==> src/rtl/hash_feed_buffer.sv <==
// hash_feed_buffer: buffers HASH-port words written by the multiplier core
// and streams each completed block to the hash core over valid/ready.
module hash_feed_buffer #(
  parameter int DEPTH    = 32,
  parameter int ADDR_LSB = 0
) (
  input  logic                       clk,
  input  logic                       rst,
  input  logic                       wen_HASH,
  input  logic [31:0]                addr_HASH,
  input  logic [63:0]                bram_wdata_HASH,
  output logic [63:0]                bram_data_HASH,
  output logic                       HASH_ready,
  input  logic                       blk_flush,
  output logic [63:0]                hash_tdata,
  output logic                       hash_tvalid,
  input  logic                       hash_tready,
  output logic                       hash_tlast,
  output logic [$clog2(DEPTH):0]     blk_words,
  output logic                       err_overrun
);

  localparam int IW = $clog2(DEPTH);
  localparam int LW = IW + 1;

  localparam logic [0:0] S_FILL  = 1'b0;
  localparam logic [0:0] S_DRAIN = 1'b1;

  logic [63:0]       mem_q [DEPTH];
  logic [0:0]        state_q, state_d;
  logic [IW-1:0]     hi_q, hi_d;
  logic              any_q, any_d;
  logic [LW-1:0]     len_q, len_d;
  logic [LW-1:0]     ptr_q, ptr_d;
  logic [1:0][63:0]  dat_q, dat_d;
  logic [1:0]        lst_q, lst_d;
  logic [1:0]        cnt_q, cnt_d;
  logic              err_q, err_d;
  logic [63:0]       rdata_q, rdata_d;

  logic [IW-1:0]     wr_idx;
  logic [IW-1:0]     rd_idx;
  logic [1:0]        occ;
  logic              fill, wr_en, trig, pop, push;
  logic              unused_addr;

  assign wr_idx      = addr_HASH[ADDR_LSB +: IW];
  assign rd_idx      = ptr_q[IW-1:0];
  assign unused_addr = ^addr_HASH;

  assign fill  = (state_q == S_FILL);
  assign wr_en = wen_HASH && fill;
  assign pop   = (cnt_q != 2'd0) && hash_tready;
  // A slot frees up in the same cycle the head is popped.
  assign push  = !fill && (ptr_q < len_q)
               && ((cnt_q != 2'd2) || pop);
  assign trig  = (wr_en && (wr_idx == IW'(DEPTH - 1)))
              || (blk_flush && fill && (any_q || wr_en));
  assign occ   = cnt_q - {1'b0, pop};

  always_comb begin
    state_d = state_q;
    hi_d    = hi_q;
    any_d   = any_q;
    len_d   = len_q;
    ptr_d   = ptr_q;
    dat_d   = dat_q;
    lst_d   = lst_q;
    err_d   = err_q;
    rdata_d = mem_q[wr_idx];
    if (wr_en && (wr_idx > hi_q)) hi_d = wr_idx;
    if (wr_en) any_d = 1'b1;
    if (!fill && wen_HASH) err_d = 1'b1;
    if (trig) begin
      state_d = S_DRAIN;
      len_d   = LW'(hi_d) + LW'(1);
      ptr_d   = '0;
    end
    if (pop) begin
      dat_d[0] = dat_q[1];
      lst_d[0] = lst_q[1];
      lst_d[1] = 1'b0;
    end
    if (push) begin
      dat_d[occ[0]] = mem_q[rd_idx];
      lst_d[occ[0]] = (ptr_q == len_q - LW'(1));
      ptr_d         = ptr_q + LW'(1);
    end
    cnt_d = occ + {1'b0, push};
    if (pop && lst_q[0]) begin
      state_d = S_FILL;
      hi_d    = '0;
      any_d   = 1'b0;
      len_d   = '0;
      ptr_d   = '0;
    end
  end

  always_ff @(posedge clk) begin
    if (wr_en && !rst) mem_q[wr_idx] <= bram_wdata_HASH;
  end

  always_ff @(posedge clk) begin
    if (rst) begin
      state_q <= S_FILL;
      hi_q    <= '0;
      any_q   <= 1'b0;
      len_q   <= '0;
      ptr_q   <= '0;
      dat_q   <= '0;
      lst_q   <= '0;
      cnt_q   <= '0;
      err_q   <= 1'b0;
      rdata_q <= '0;
    end else begin
      state_q <= state_d;
      hi_q    <= hi_d;
      any_q   <= any_d;
      len_q   <= len_d;
      ptr_q   <= ptr_d;
      dat_q   <= dat_d;
      lst_q   <= lst_d;
      cnt_q   <= cnt_d;
      err_q   <= err_d;
      rdata_q <= rdata_d;
    end
  end

  assign bram_data_HASH = rdata_q;
  assign HASH_ready     = fill;
  assign hash_tvalid    = (cnt_q != 2'd0);
  assign hash_tdata     = dat_q[0];
  assign hash_tlast     = lst_q[0] && hash_tvalid;
  assign blk_words      = len_q;
  assign err_overrun    = err_q;

endmodule

==> config.mk <==
export PLATFORM = sky130hd
export DESIGN_NAME = hash_feed_buffer
export DESIGN_NICKNAME = d
export VERILOG_FILES = /design/src/rtl/hash_feed_buffer.sv
export SDC_FILE = /design/constraint.sdc
export NUM_CORES = 2
export LEC_CHECK = 0
export ABC_CLOCK_PERIOD_IN_PS = 6400
export CAP_MARGIN = 20
export CORE_MARGIN = 3
export CORE_UTILIZATION = 25
export CTS_BUF_LIST = sky130_fd_sc_hd__clkbuf_8
export DETAILED_ROUTE_END_ITERATION = 8
export MAX_ROUTING_LAYER = met4
export PLACE_DENSITY = 0.49
export REMOVE_ABC_BUFFERS = 1
export SYNTH_ARGS = -nofsm -noshare
export SYNTH_HDL_FRONTEND = slang
export SYNTH_SLANG_ARGS = --single-unit
==> constraint.sdc <==
create_clock -name clk -period 6.4 [get_ports clk]
set_input_delay 0.64 -clock clk [delete_from_list [all_inputs] [get_ports clk]]
set_output_delay 0.64 -clock clk [all_outputs]
set_load 0.03 [all_outputs]
After elaboration in Yosys (flattened, before gate mapping) --
Memory sizes are Yosys's and may differ from the RTL's. A register that Yosys moved wholly into a read port is not among the register bits. Index checks and enable logic that the tools add are counted.
Cells by class: add/sub/neg operators 5, order comparisons 4, equal/unequal tests 3, muxes and demuxes 17, bitwise operators 1, reductions and logical operators 20
Operators by type and width (count):
- 64-bit two-way mux | 3
- 128-bit bitwise mux | 1
- 64-bit demux with 1-bit select | 1
- 5-bit two-way mux | 3
- 1-bit logical AND | 13
- 6-bit two-way mux | 2
- 5-bit by 1-bit adder with 6-bit output (second input constant) | 1
- 6-bit by 1-bit adder with 6-bit output (second input constant) | 1
- 6-bit equality test | 1
- 6-bit < comparator | 1
- 6-bit by 1-bit subtractor with 6-bit output (second input constant) | 1
- 5-bit equality test (second input constant) | 1
- 5-bit greater-than comparator | 1
- 2-bit two-way mux | 2
- 2-bit nonzero test | 2
- 1-bit logical OR | 3
- 1-bit two-way mux | 3
- 2-bit by 1-bit adder with 2-bit output | 1
- 2-bit bitwise mux | 1
- 1-bit by 2-bit < comparator with 1-bit output (second input constant) | 1
- 2-bit inequality test (second input constant) | 1
- 2-bit OR reduction | 1
- 2-bit by 1-bit subtractor with 2-bit output | 1
- 1-bit demux with 1-bit select | 1
- other kinds (3) | 3
Word-level totals: flip-flop bits (word level) 152, memory bits (writable) 2048, bits of input ports 101, output and inout bits 138, word-level logic and storage cells 61, memories kept 1
Memory list:
- mem_q | depth 32, width 64, read ports 2, clocked after memory_dff 2, wr ports 1, RTL line 29 | logic [63:0] mem_q [DEPTH];

Longest topological paths before layout --
depth in word-level cells 9, mapped depth 14, gate-level depth less buffers 10

Least setup slack after synthesis --
OpenSTA, ideal clock, no wires.
path kind input -> register, from input addr_HASH[0], to memory mem_q[24][0] (enable), setup time 0.487 ns, arrival time 4.669 ns, required time 5.913 ns, path slack 1.245 ns, stages 7, cell sequence clkbuf_1 > buf_2 > buf_2 > buf_2 > or4_1 > clkbuf_1 > nor2_1
RTL lines:
- start: declaration | RTL line 10 | input logic [31:0] addr_HASH,
- end: declaration | RTL line 29
Straight into the memory's write port.

==> flow_metrics.py <==
metrics = {
    "outcome": {
        "status": "completed",
    },
    "global_route": {
        "grt_pass1_wl_um": 518000,
        "grt_pass1_vias": 64800,
        "grt_use_total_pct": 18.0,
        "grt-ovfl-total": 0,
        "antenna_found_initial": 46,
        "grt_max_degree": 117,
    },
    "power_and_ir_drop": {
        "p_leak_nw": 34.7,
        "total_power_mw": 32.6,
        "vdd_ir_drop_max_v": 0.000140,
        "p_per_area_nw_per_um2": 275,
    },
    "floorplanning": {
        "std_cell_rows": 233,
        "io_pins": 239,
        "die-width_um": 644,
        "die_h_um": 644,
        "initial_core_util_pct": 25.2,
        "core_area_um2": 404000,
        "die-area_um2": 414000,
    },
    "route": {
        "num_vias": 63400,
        "route.detailed.drc": 0,
        "wl_um": 375000,
        "firstDrtPassIters": 5,
        "first_iter_violations": 6419,
        "antenna_left": 0,
        "wl_per_cell_um": 31.1,
        "via_per_inst": 5.26,
    },
    "timing": {
        "setup_ws_ns": 2.67,
        "setup_violations": 0,
        "period_minus_slack_ns": 3.73,
        "drv_slew": 0,
        "fin_skew_ns": 0.0932,
        "worstMarginPinSlew_ns": 1.16,
        "setup_tns_ns": 0,
        "relSlewSlack_pct": 22.2,
        "hold_slack_ns": 0.150,
        "post-route-period-util_pct": 58.3,
        "finalHoldViolCount": 0,
        "fmax_mhz": 268,
        "rsz0062_at_grt": "no",
    },
    "clock_tree": {
        "cts_resized": 0,
        "htreeDepth": 5,
        "path_clk_slew_ns": 0.06,
        "root_buffer": "clkbuf_8",
        "clk_path_buf_depth": 4,
        "clkLatencyLatePin_ns": 1.13,
        "post_cts_buffers": 0,
        "numClockSinks": 2269,
        "numCtsBuffers": 382,
        "cts_tree": "done",
    },
    "worst_setup_path": {
        "crit_required_ns": 7.30,
        "startpoint_type": "flop",
        "path_max_fanout": 29,
        "cp_data_arrival_time_ns": 4.63,
        "worst_setup_path_end_kind": "flop",
        "critical_path_class": "flop to flop",
    },
    "synthesis": {
        "synth_fa_ha_area_share_pct": 0.185,
        "synth_area_um2": 102000,
        "synth_edf_count": 2048,
        "ys.warnings.count": 0,
        "synth_top_family_by_area": "multiplexers",
        "yosys.area_share.simple_pct": 2.84,
        "synth_compound_area_share_pct": 7.72,
        "synth_xor_area_share_pct": 0.146,
        "seq_area_frac_synth_pct": 64.9,
        "ys.flop_type": "edfxtp_1",
        "synth.lib_cells_used.distinct": 59,
        "muxShareOfSynthArea_pct": 21.5,
        "postSynthAreaPerCell_um2": 16.8,
        "synthArstFlopShare_pct": 0,
        "synth_cells": 6053,
        "synth-seq-cells": 2269,
    },
    "min_path": {
        "hp-class": "input pin to flop",
    },
    "place": {
        "dp_hpwl_um": 200000,
        "portBuffers": 211,
        "postPlaceCellArea_um2": 110000,
        "dp_cells": 11300,
        "pre_cts_ws_ns": 2.23,
        "routabilityCongestion": 0.763,
    },
    "final_layout": {
        "finalNonFillerCells": 12100,
        "fin_util_pct": 29.3,
        "area_delta_synth_final_pct": 16.5,
        "finish.instance_area_um2": 118000,
        "drive_gt1_share_pct": 19.3,
        "nets": 6406,
    },
    "flow_run": {
        "maxCapViolCount": 0,
    },
}
## registers in the layout (all words and copies together), names as in the netlist, 2 cells and up, named ones only
| register | count |
|---|---|
| bram_data_HASH | 64 |
| dat_q | 64 |
| cnt_q | 2 |
| lst_q | 2 |
| mem_q | 2048 |
| hi_q | 5 |
| ptr_q | 6 |
| blk_words | 6 |
| hash_tdata | 64 |
## cells by family (layout without fill, tap and decap cells)
| kind of cell | count (synthesis) | after routing |
|---|---|---|
| and+or+nand+nor | 540 | 540 |
| adders and majority gates | 15 | 15 |
| DFF | 2269 | 2269 |
| AOI/OAI and AO/OA | 1073 | 1073 |
| buffers and inverters | 583 | 1154 |
| muxes | 1556 | 1556 |
| xor gates and xnor gates | 17 | 17 |
| other | 0 | 26 |
## critical path: stages, from the launching register on
cell and delay [ns]:
dfxtp_1 0.71, nand4bb_4 0.66, buf_4 0.76, o22ai_1 0.20
nor4_1 0.50, and3_1 0.47, a211oi_1 0.13
## area by class of cell
cell class	instances	area, um2
Clock inverter	296	1880
Antenna cell	26	65.1
Fill cell	39700	285000
Tap cell	5405	6760
Clock buffer	422	5810
Sequential cell	2269	65900
Multi-Input combinational cell	3201	33300
Timing Repair Buffer	412	4530
Inverter	24	95.1
## worst paths after layout
path	startpoint	to	slack [ns]	depth (start not counted)
hold reg to reg	any_q	any_q	0.46	2
hold / removal	addr_HASH[0]	hi_q[0]	0.15	3
setup reg to reg	flop	dat_q[122]	2.67	6
setup / recovery	flop	dat_q[122]	2.67	6
## layout by cell type (no fill, tap or decap), drive strengths merged, types with 6 or more instances in the layout
cell type	instances
nor3	10
a22oi	403
edfxtp	2048
a221oi	115
a41oi	16
o21ai	13
o22ai	261
clkdlybuf4s50	208
a21oi	15
xnor2	13
clkinv	123
nor2b	73
buf	197
mux2i	1056
bufinv	19
ha	15
nand2	22
nor4	65
clkinvlp	8
diode	26
a211oi	130
nand4	6
mux4	498
inv	170
and3	66
dfxtp	221
a22o	48
o221ai	7
clkbuf	428
nand3	149
a31oi	48
nor2	116
## timing repair
action,in CTS,in global routing
hold endpoints to repair,16,0
endpoints found under the setup margin,0,0
hold buffers,1,0
## per-layer routing
layer  GRT usage, %  part of all wire [%]  wire [um]  vias up
li1               -                     -          -    25800
met1           23.0                    41     156000    34100
met2           29.0                    48     179000     2780
met3           3.52                   7.6      28700      669
met4           5.34                   3.1      11800        0
met5              -                     0          0        -
## cells in the mapped netlist, drive strengths merged, types with 3 or more instances
cell type / number / area share (%)
a211oi: 130 / 0.96
a21o: 4 / 0.030
a21oi: 15 / 0.074
a221oi: 115 / 0.99
a22o: 48 / 0.41
a22oi: 403 / 3.0
a31oi: 48 / 0.30
a41oi: 16 / 0.14
and2: 5 / 0.031
and3: 66 / 0.41
buf: 298 / 1.7
clkbuf: 261 / 0.96
dfxtp: 221 / 4.4
edfxtp: 2048 / 61
ha: 15 / 0.18
inv: 24 / 0.089
mux2i: 1056 / 10
mux4: 498 / 11
nand2: 22 / 0.081
nand2b: 4 / 0.025
nand3: 149 / 0.73
nand4: 6 / 0.037
nand4b: 5 / 0.043
nand4bb: 3 / 0.033
nor2: 116 / 0.43
nor2b: 73 / 0.45
nor3: 10 / 0.049
nor4: 65 / 0.40
o211ai: 3 / 0.022
o21ai: 13 / 0.064
o221ai: 7 / 0.060
o22ai: 261 / 1.6
xnor2: 13 / 0.11
xor2: 4 / 0.034
## power by group
part / total (mW) / leakage [nW] / internal, mW / switching [mW]
sequential: 16.5 / 20.2 / 16.4 / 0.161
combinational: 2.92 / 10.1 / 1.01 / 1.91
clock: 13.1 / 4.41 / 6.88 / 6.23
total: 32.6 / 34.7 / 24.3 / 8.30
No activity file was read; power rests on OpenSTA's default activity.
